### config.mk
export PLATFORM = sky130hd
export DESIGN_NAME = cpu_phase_sequencer
export DESIGN_NICKNAME = d
export VERILOG_FILES = /design/src/rtl/cpu_phase_sequencer.sv
export SDC_FILE = /design/constraint.sdc
export NUM_CORES = 1
export LEC_CHECK = 0
export ABC_CLOCK_PERIOD_IN_PS = 4300
export CAP_MARGIN = 30
export CELL_PAD_IN_SITES_DETAIL_PLACEMENT = 1
export CELL_PAD_IN_SITES_GLOBAL_PLACEMENT = 2
export CORE_MARGIN = 2
export CORE_UTILIZATION = 34
export CTS_CLUSTER_SIZE = 28
export DETAILED_ROUTE_END_ITERATION = 8
export HOLD_SLACK_MARGIN = 0.05
export PLACE_DENSITY_LB_ADDON = 0.08
export SYNTH_ARGS = -nofsm -noshare
export SYNTH_HDL_FRONTEND = slang
export SYNTH_SLANG_ARGS = --single-unit
### constraint.sdc
create_clock -name clock -period 4.3 [get_ports clock]
set_clock_uncertainty 0.1 [all_clocks]
set_input_delay 0.86 -clock clock [delete_from_list [all_inputs] [get_ports clock]]
set_output_delay 0.86 -clock clock [all_outputs]
set_load 0.1 [all_outputs]
### src/rtl/cpu_phase_sequencer.sv
// Single-clock N-phase instruction sequencer: per-block enable strobes, stall, run/idle, counters.
// Optional single-step (HALT state, step_mode/step inputs) under PHASE_SINGLE_STEP_EN.
module cpu_phase_sequencer #(
  parameter int NUM_PHASES = 4,
  parameter int IMEM_PHASE = 0,
  parameter int PROC_PHASE = 1,
  parameter int DMEM_PHASE = 2,
  parameter int RF_PHASE   = 3,
  parameter int CNT_W      = 32
) (
  input  logic                          clock,
  input  logic                          reset,
  input  logic                          run,
  input  logic                          stall_req,
`ifdef PHASE_SINGLE_STEP_EN
  input  logic                          step_mode,
  input  logic                          step,
`endif
  output logic [$clog2(NUM_PHASES)-1:0] phase,
  output logic                          imem_en,
  output logic                          proc_en,
  output logic                          dmem_en,
  output logic                          regfile_en,
  output logic                          instr_done,
  output logic                          busy,
  output logic [CNT_W-1:0]              cycle_count,
  output logic [CNT_W-1:0]              retired_count
);
  localparam int PW = $clog2(NUM_PHASES);
  localparam int NUM_EN = 4;
  localparam logic [PW-1:0] LAST = PW'(NUM_PHASES - 1);
  localparam int EN_PH [NUM_EN] = '{IMEM_PHASE, PROC_PHASE, DMEM_PHASE, RF_PHASE};

  generate
    if (NUM_PHASES < 2 || IMEM_PHASE >= NUM_PHASES || PROC_PHASE >= NUM_PHASES ||
        DMEM_PHASE >= NUM_PHASES || RF_PHASE >= NUM_PHASES) begin : g_bad_param
      $error("cpu_phase_sequencer: NUM_PHASES must be >= 2 and every phase index < NUM_PHASES");
    end
  endgenerate

`ifdef PHASE_SINGLE_STEP_EN
  typedef enum logic [1:0] {IDLE, RUN, HALT} state_t;
`else
  typedef enum logic [1:0] {IDLE, RUN} state_t;
`endif

  state_t state;
  logic   advance;
  logic [NUM_EN-1:0] en;

  assign advance = (state == RUN) && !stall_req;

  for (genvar g = 0; g < NUM_EN; g++) begin : g_en
    assign en[g] = advance && (phase == PW'(EN_PH[g]));
  end

  assign imem_en    = en[0];
  assign proc_en    = en[1];
  assign dmem_en    = en[2];
  assign regfile_en = en[3];
  assign instr_done = advance && (phase == LAST);
  assign busy       = (state != IDLE);

  always_ff @(posedge clock or negedge reset) begin
    if (!reset) begin
      state         <= IDLE;
      phase         <= '0;
      cycle_count   <= '0;
      retired_count <= '0;
    end else begin
      if (busy)       cycle_count   <= cycle_count + CNT_W'(1);
      if (instr_done) retired_count <= retired_count + CNT_W'(1);
      case (state)
        IDLE: begin
          phase <= '0;
          if (run) begin
`ifdef PHASE_SINGLE_STEP_EN
            state <= step_mode ? HALT : RUN;
`else
            state <= RUN;
`endif
          end
        end
        RUN: begin
          if (!stall_req) begin
            if (phase == LAST) begin
              // Instruction boundary: the only point where run or step_mode take effect.
              phase <= '0;
              if (!run) state <= IDLE;
`ifdef PHASE_SINGLE_STEP_EN
              else if (step_mode) state <= HALT;
`endif
            end else begin
              phase <= phase + PW'(1);
            end
          end
        end
`ifdef PHASE_SINGLE_STEP_EN
        HALT: begin
          phase <= '0;
          if (!run) state <= IDLE;
          else if (!step_mode || step) state <= RUN;
        end
`endif
        default: begin
          state <= IDLE;
          phase <= '0;
        end
      endcase
    end
  end
endmodule

==> flow_metrics.py, run 1 <==
metrics = {
    "outcome": {
        "status": "completed",
    },
    "global_routing": {
        "grt_overflow": 0,
        "track_usage_pct": 15.0,
        "antenna_found_initial": 0,
        "grt_pass1_vias": 2320,
        "grt_pass1_wl_mm": 11.7,
        "grt_max_degree": 33,
    },
    "layout": {
        "nFillCells": 961,
        "drive_gt1_share_pct": 10.8,
        "finalNonFillerCells": 468,
        "diodes": 0,
        "final_nets": 365,
        "area_growth_syn_to_layout_pct": 34.9,
        "fin_util_pct": 47.8,
    },
    "floorplanning": {
        "io_pins": 76,
        "start_util_pct": 35.5,
        "num_rows": 34,
        "fp.dieArea_um2": 9960,
        "core_um2": 8810,
        "die_w_um": 99.8,
        "fp.dieH_um": 99.8,
    },
    "timing": {
        "drv_slew": 0,
        "holdWs_ns": 0.374,
        "finalCritPeriodShare_pct": 73.0,
        "max_slew_margin_pct": 32.8,
        "fin_setup_tns_ns": 0,
        "hold_violations": 0,
        "finalSetupViolations": 0,
        "rsz0062_at_grt": "false",
        "max_freq_ghz": 0.319,
        "min_period_ns": 3.14,
        "tightestPinTransition_ns": 1.01,
    },
    "critical_path": {
        "start_kind": "register",
        "critPathMaxFanout": 13,
        "cp.required_ns": 3.34,
        "crit_chain": "clkdlybuf4s50_1",
        "worstPathArrival_ns": 2.18,
        "cp-end-kind": "output port",
        "critPathTopFamily": "buffers and inverters",
        "worstSetupPathType": "register to output port",
        "crit_slowest_cell": "clkdlybuf4s50_1",
        "cp_slowest_stage_delay_ns": 1.22,
        "cp_num_buf_inv": 1,
    },
    "clock_network": {
        "numClockSinks": 67,
        "clk_latency_ns": 0.34,
        "path_clk_slew_ns": 0.08,
        "root_buffer": "clkbuf_8",
        "htreeDepth": 3,
        "cts_tree": "yes",
        "post_cts_buffers": 0,
        "clk_path_buf_depth": 2,
        "numCtsBuffers": 9,
        "ctsResizeCount": 0,
        "hold_buffers": 0,
    },
    "placed_design": {
        "place_congestion": 0.778,
        "dpl.cell_count": 452,
        "io_buffers": 75,
        "dp_hpwl_mm": 4.95,
    },
    "power_and_ir_drop": {
        "vdd_drop_max_v": 0.000592,
        "p_total_uw": 2320,
        "leakage_uw": 0.00178,
        "powerDensity_nw_per_um2": 550,
    },
    "drt": {
        "drc": 0,
        "drtAntennaViolNets": 0,
        "wire_per_inst_um": 14.7,
        "vias": 2279,
        "wl_mm": 6.89,
        "post_drt_via_cell_ratio": 4.87,
        "drtIter0Drc": 57,
        "firstDrtPassIters": 4,
    },
    "min_path": {
        "hp-class": "register to register",
    },
    "logic_synthesis": {
        "synth_area_leaders": "dfrtp_1 (54%), xnor2_1 (15%), nand4_1 (4.6%)",
        "synth_top_family_by_area": "simple AND/OR/NAND/NOR gates",
        "syn_avg_cell_area_um2": 11.5,
        "async_flop_share_pct": 100,
        "synth-xor-area-share_pct": 17.7,
        "synth_seq_cells": 67,
        "syn_area_um2": 3120,
        "seq_area_frac_synth_pct": 53.7,
        "yosysMostFrequentCell": "dfrtp_1",
        "syn_inst": 271,
        "synth_nets": 281,
        "synth_ff_type": "dfrtp_1",
        "yosys-mux-area-fraction_pct": 1.04,
        "synth_fa_ha_area_share_pct": 2.40,
        "ys_types": 30,
        "yosys_warnings": 0,
        "synth_largest_area_cell": "dfrtp_1",
        "synth_top_area_share_pct": 53.7,
        "synth_edf_count": 0,
        "synthTopCellsByCount": "dfrtp_1 (67), xnor2_1 (53), nand2_1 (23), nand4_1 (23), nand3_1 (22)",
        "yosys.area_share.simple_pct": 22.6,
        "synth_compound_area_share_pct": 0.240,
    },
    "flow_run": {
        "maxCapViolations": 0,
    },
}
==> registers in the layout (all words and copies together), names as in the netlist <==
signal,cells
retired_count,32
cycle_count,32
state,1
phase,2
==> metal layers <==
| metal | vias up | routed length, um | part of all wire, % | global-route usage, % |
|---|---|---|---|---|
| met2 | 50 | 3170 | 46 | 21.4 |
| met5 | - | 0 | 0 | 0 |
| li1 | 1097 | - | - | - |
| met1 | 1126 | 3310 | 48 | 20.9 |
| met4 | 0 | 82 | 1.2 | 4.43 |
| met3 | 6 | 329 | 4.8 | 6.06 |
==> cell families (layout without fill, tap and decap cells) <==
kind of cell	Yosys count	count (layout)
AND/OR/NAND/NOR	117	117
buffers and inverters	14	103
XOR/XNOR	63	63
adder cells (fa/ha/maj)	6	6
flip-flops	67	67
multiplexers	3	3
AO/OA/AOI/OAI	1	1
==> metrics by stage <==
stage / setup slack (ns) / area (um2)
2_1_floorplan: 0.750 / 3120
3_3_place_gp: 1.21 / 3980
3_5_place_dp: 1.18 / 3990
4_1_cts: 1.13 / 4210
5_1_grt: 1.06 / 4210
6_report: 1.16 / 4210
==> power by group <==
group | internal, uW | leakage [uW] | total (uW) | switching (uW)
clock network | 342 | 0.000108 | 592 | 250
registers | 698 | 0.000908 | 801 | 104
logic | 217 | 0.000768 | 922 | 705
==> final timing paths <==
kind	startpoint	slack, ns	to	cells after the start
max	state[0]$_DFFE_PN0P_	1.16	busy	1
min	retired_count[31]$_DFFE_PN0P_	0.37	retired_count[31]$_DFFE_PN0P_	1
max reg2reg	state[0]$_DFFE_PN0P_	2.14	cycle_count[30]$_DFFE_PN0P_	4
min reg2reg	retired_count[31]$_DFFE_PN0P_	0.37	retired_count[31]$_DFFE_PN0P_	1
max in group asynchronous	reset	2.90	retired_count[8]$_DFFE_PN0P_	2
min in group asynchronous	reset	0.45	cycle_count[22]$_DFFE_PN0P_	1
==> cell type report <==
class,instances,area (um2),area share (%)
tap,108,135,3.21
sequential,67,1680,39.8
timing repair buffer,79,763,18.1
inverter,8,30.0,0.713
multi-input combinational,190,1380,32.8
clock inverter,6,88.8,2.11
clock buffer,10,138,3.27
==> cells in the final DEF (no fill, tap or decap), types with 3 or more instances in the layout <==
| cell type | synthesis | routed |
|---|---|---|
| clkbuf_8 | 0 | 10 |
| nor2_1 | 12 | 12 |
| nand4b_1 | 4 | 4 |
| buf_4 | 5 | 9 |
| nand2_1 | 23 | 23 |
| nand4_1 | 23 | 23 |
| dfrtp_1 | 67 | 67 |
| inv_1 | 8 | 8 |
| clkdlybuf4s50_1 | 0 | 69 |
| and2_1 | 6 | 6 |
| ha_1 | 6 | 6 |
| and3_1 | 6 | 6 |
| nand3_1 | 22 | 22 |
| xnor2_1 | 53 | 53 |
| xor2_1 | 10 | 10 |
| nor4_2 | 2 | 3 |
| and4_1 | 4 | 4 |
No activity file was read; power rests on OpenSTA's default activity.
==> run 2: changes to the inputs <==
--- a/config.mk
+++ b/config.mk
@@ -5,12 +5,12 @@
 export SDC_FILE = /design/constraint.sdc
 export NUM_CORES = 1
 export LEC_CHECK = 0
-export ABC_CLOCK_PERIOD_IN_PS = 4300
+export ABC_CLOCK_PERIOD_IN_PS = 2500
 export CAP_MARGIN = 30
 export CELL_PAD_IN_SITES_DETAIL_PLACEMENT = 1
 export CELL_PAD_IN_SITES_GLOBAL_PLACEMENT = 2
 export CORE_MARGIN = 2
-export CORE_UTILIZATION = 34
+export CORE_UTILIZATION = 28
 export CTS_CLUSTER_SIZE = 28
 export DETAILED_ROUTE_END_ITERATION = 8
 export HOLD_SLACK_MARGIN = 0.05
==> constraint.sdc (replaced) <==
create_clock -name clock -period 2.5 [get_ports clock]
set_clock_uncertainty 0.1 [all_clocks]
set_input_delay 0.5 -clock clock [delete_from_list [all_inputs] [get_ports clock]]
set_output_delay 0.5 -clock clock [all_outputs]
set_load 0.1 [all_outputs]
==> run 2 against run 1 <==
  * Flip-flop and latch count unchanged
  * Combinational power grew 76%
  * Hold slack got worse by 0.30 ns
  * Register-to-register slack worse by 1.6 ns
  * Sequential power grew 74%
  * Largest power group unchanged
  * Highest routed layer unchanged
==> flow_metrics.py, run 2 (same netlist as run 1, synthesis figures left out) <==
metrics = {
    "outcome": {
        "status": "completed",
    },
    "critical_path": {
        "worstReg2RegStart": "phase[0]$_DFFE_PN0P_",
        "start_kind": "primary input",
        "cp-end-kind": "output port",
        "cp_slowest_stage_delay_ns": 0.50,
        "critPathMaxFanout": 5,
        "worstPathArrival_ns": 1.72,
        "ff2ff_setup_slack_ns": 0.59,
        "cp.required_ns": 1.90,
        "worstSetupPathType": "primary input to output port",
        "crit_slowest_cell": "clkdlybuf4s50_1",
        "reg2reg_to": "retired_count[23]$_DFFE_PN0P_",
        "r2r.worst_path.cells": 5,
        "crit_chain": "clkdlybuf4s50_1 -> nor2b_1 -> nand2_2 -> clkinvlp_4 -> buf_12",
    },
    "global_routing": {
        "busiest_layer": "met2",
        "grt_pass1_vias": 2485,
        "grt_overflow": 0,
        "track_usage_pct": 13.5,
        "grtUsageMet1_pct": 18.2,
        "grt_pass1_wl_mm": 12.4,
        "met2_usage_pct": 19.9,
        "antenna_found_initial": 0,
        "gr-usage-met3_pct": 3.20,
        "grt_max_degree": 42,
    },
    "clock_network": {
        "ctsResizeCount": 0,
        "numCtsBuffers": 9,
        "numClockSinks": 67,
        "path_clk_slew_ns": 0.07,
        "clk_latency_ns": 0.34,
        "clk_path_buf_depth": 2,
        "cts_tree": "yes",
        "hold_buffers": 0,
        "root_buffer": "clkbuf_8",
        "htreeDepth": 3,
        "post_cts_buffers": 0,
    },
    "timing": {
        "holdWs_ns": 0.0706,
        "rsz0062_at_grt": "false",
        "finalCritPeriodShare_pct": 92.8,
        "fin_setup_tns_ns": 0,
        "drv_slew": 0,
        "tightestPinTransition_ns": 0.609,
        "min_period_ns": 2.32,
        "finalSetupViolations": 0,
        "max_slew_margin_pct": 59.1,
        "max_freq_ghz": 0.431,
        "hold_violations": 0,
    },
    "power_and_ir_drop": {
        "vdd_drop_max_v": 0.000763,
        "switching_share_pct": 46.3,
        "combinationalPowerShare_pct": 41.3,
        "powerDensity_nw_per_um2": 947,
        "internal_power_uw": 2110,
        "seq_power_share_pct": 35.4,
        "leakage_uw": 0.00191,
        "p_clk_share_pct": 23.2,
        "p_switching_uw": 1820,
    },
    "layout": {
        "area_growth_syn_to_layout_pct": 32.7,
        "final_cell_mix": "buf_4 (73), dfrtp_1 (62), xnor2_1 (53)",
        "top_regs": "cycle_count (32), retired_count (32), phase (2)",
        "final_common_cell": "buf_4",
        "final_nets": 367,
        "drive_gt1_share_pct": 31.0,
        "diodes": 0,
        "nFillCells": 1202,
    },
    "placed_design": {
        "io_buffers": 75,
        "dp_hpwl_mm": 5.18,
        "place_congestion": 0.682,
    },
    "drt": {
        "wl_mm": 7.39,
        "vias": 2335,
        "drtAntennaViolNets": 0,
        "firstDrtPassIters": 4,
        "post_drt_via_cell_ratio": 4.66,
        "wire_per_inst_um": 14.7,
        "drc": 0,
        "drtIter0Drc": 95,
    },
    "floorplanning": {
        "fp.dieH_um": 110,
        "die_w_um": 110,
        "num_rows": 38,
        "core_um2": 10800,
        "io_pins": 76,
        "start_util_pct": 28.8,
        "fp.dieArea_um2": 12000,
    },
    "min_path": {
        "hp-class": "primary input to asynchronous set/reset pin",
    },
    "flow_run": {
        "maxCapViolations": 0,
    },
}
-- run 2: cell count changes in the layout (fill, tap and decap cells not counted), moves of 2 or more --
cell	delta
clkdlybuf4s50_1	-67
buf_4	+64
buf_12	+5
dfrtp_1	-5
dfrtp_2	+4
clkbuf_1	+2
-- run 2: worst max-delay path: cells and delay by family --
family,cells,cell delay [ns]
buffers and inverters,3,0.82
and+or+nand+nor,2,0.40
-- run 2: routing by layer --
layer | vias to the layer above | part of all wire (%)
met5 | - | 0
met4 | 0 | 2.1
met3 | 9 | 5.4
met2 | 51 | 45
met1 | 1175 | 47
li1 | 1100 | -
-- run 2: area by class of cell --
type                            count  area [um2]  share of cell area [%]
Timing Repair Buffer               81         673                    16.2
Sequential cell                    67        1690                    40.7
Multi-Input combinational cell    190        1380                    33.4
Clock buffer                       13         159                    3.83
Inverter                            8        33.8                   0.815
Tap cell                          140         175                    4.23
Clock inverter                      2        35.0                   0.845
-- run 2: power by group through the flow --
| stage | registers, uW | logic, uW | clock network [uW] |
|---|---|---|---|
| 2_1_floorplan | 2190 | 454 | 0 |
| 3_3_place_gp | 1420 | 1630 | 0 |
| 3_5_place_dp | 1410 | 1640 | 0 |
| 4_1_cts | 1400 | 1640 | 962 |
| 5_1_grt | 1420 | 1700 | 1010 |
| 6_report | 1390 | 1620 | 912 |
-- run 2: how the worst max path moves through the flow --
stage	startpoint	to	slack (ns)	cells past startpoint
floorplan	state[0]$_DFFE_PN0P_	regfile_en	0.004	5
global route	stall_req	instr_done	0.05	5
CTS	stall_req	instr_done	0.16	5
global placement	stall_req	retired_count[23]$_DFFE_PN0P_	0.13	5
finish	stall_req	instr_done	0.18	5
detailed placement	stall_req	retired_count[23]$_DFFE_PN0P_	0.13	5
-- run 2: through the flow --
stage | power, uW | utilization (%) | setup WS [ns] | std cells | cell area, um2
after floorplan | 2650 | - | 0.00355 | 271 | 3150
after global placement | 3050 | 36.4 | 0.131 | 486 | 3950
after detailed placement | 3050 | 36.4 | 0.132 | 486 | 3950
after CTS | 4000 | 38.2 | 0.161 | 501 | 4140
after global routing | 4120 | 38.2 | 0.0530 | 501 | 4140
final | 3930 | 38.2 | 0.180 | 501 | 4140
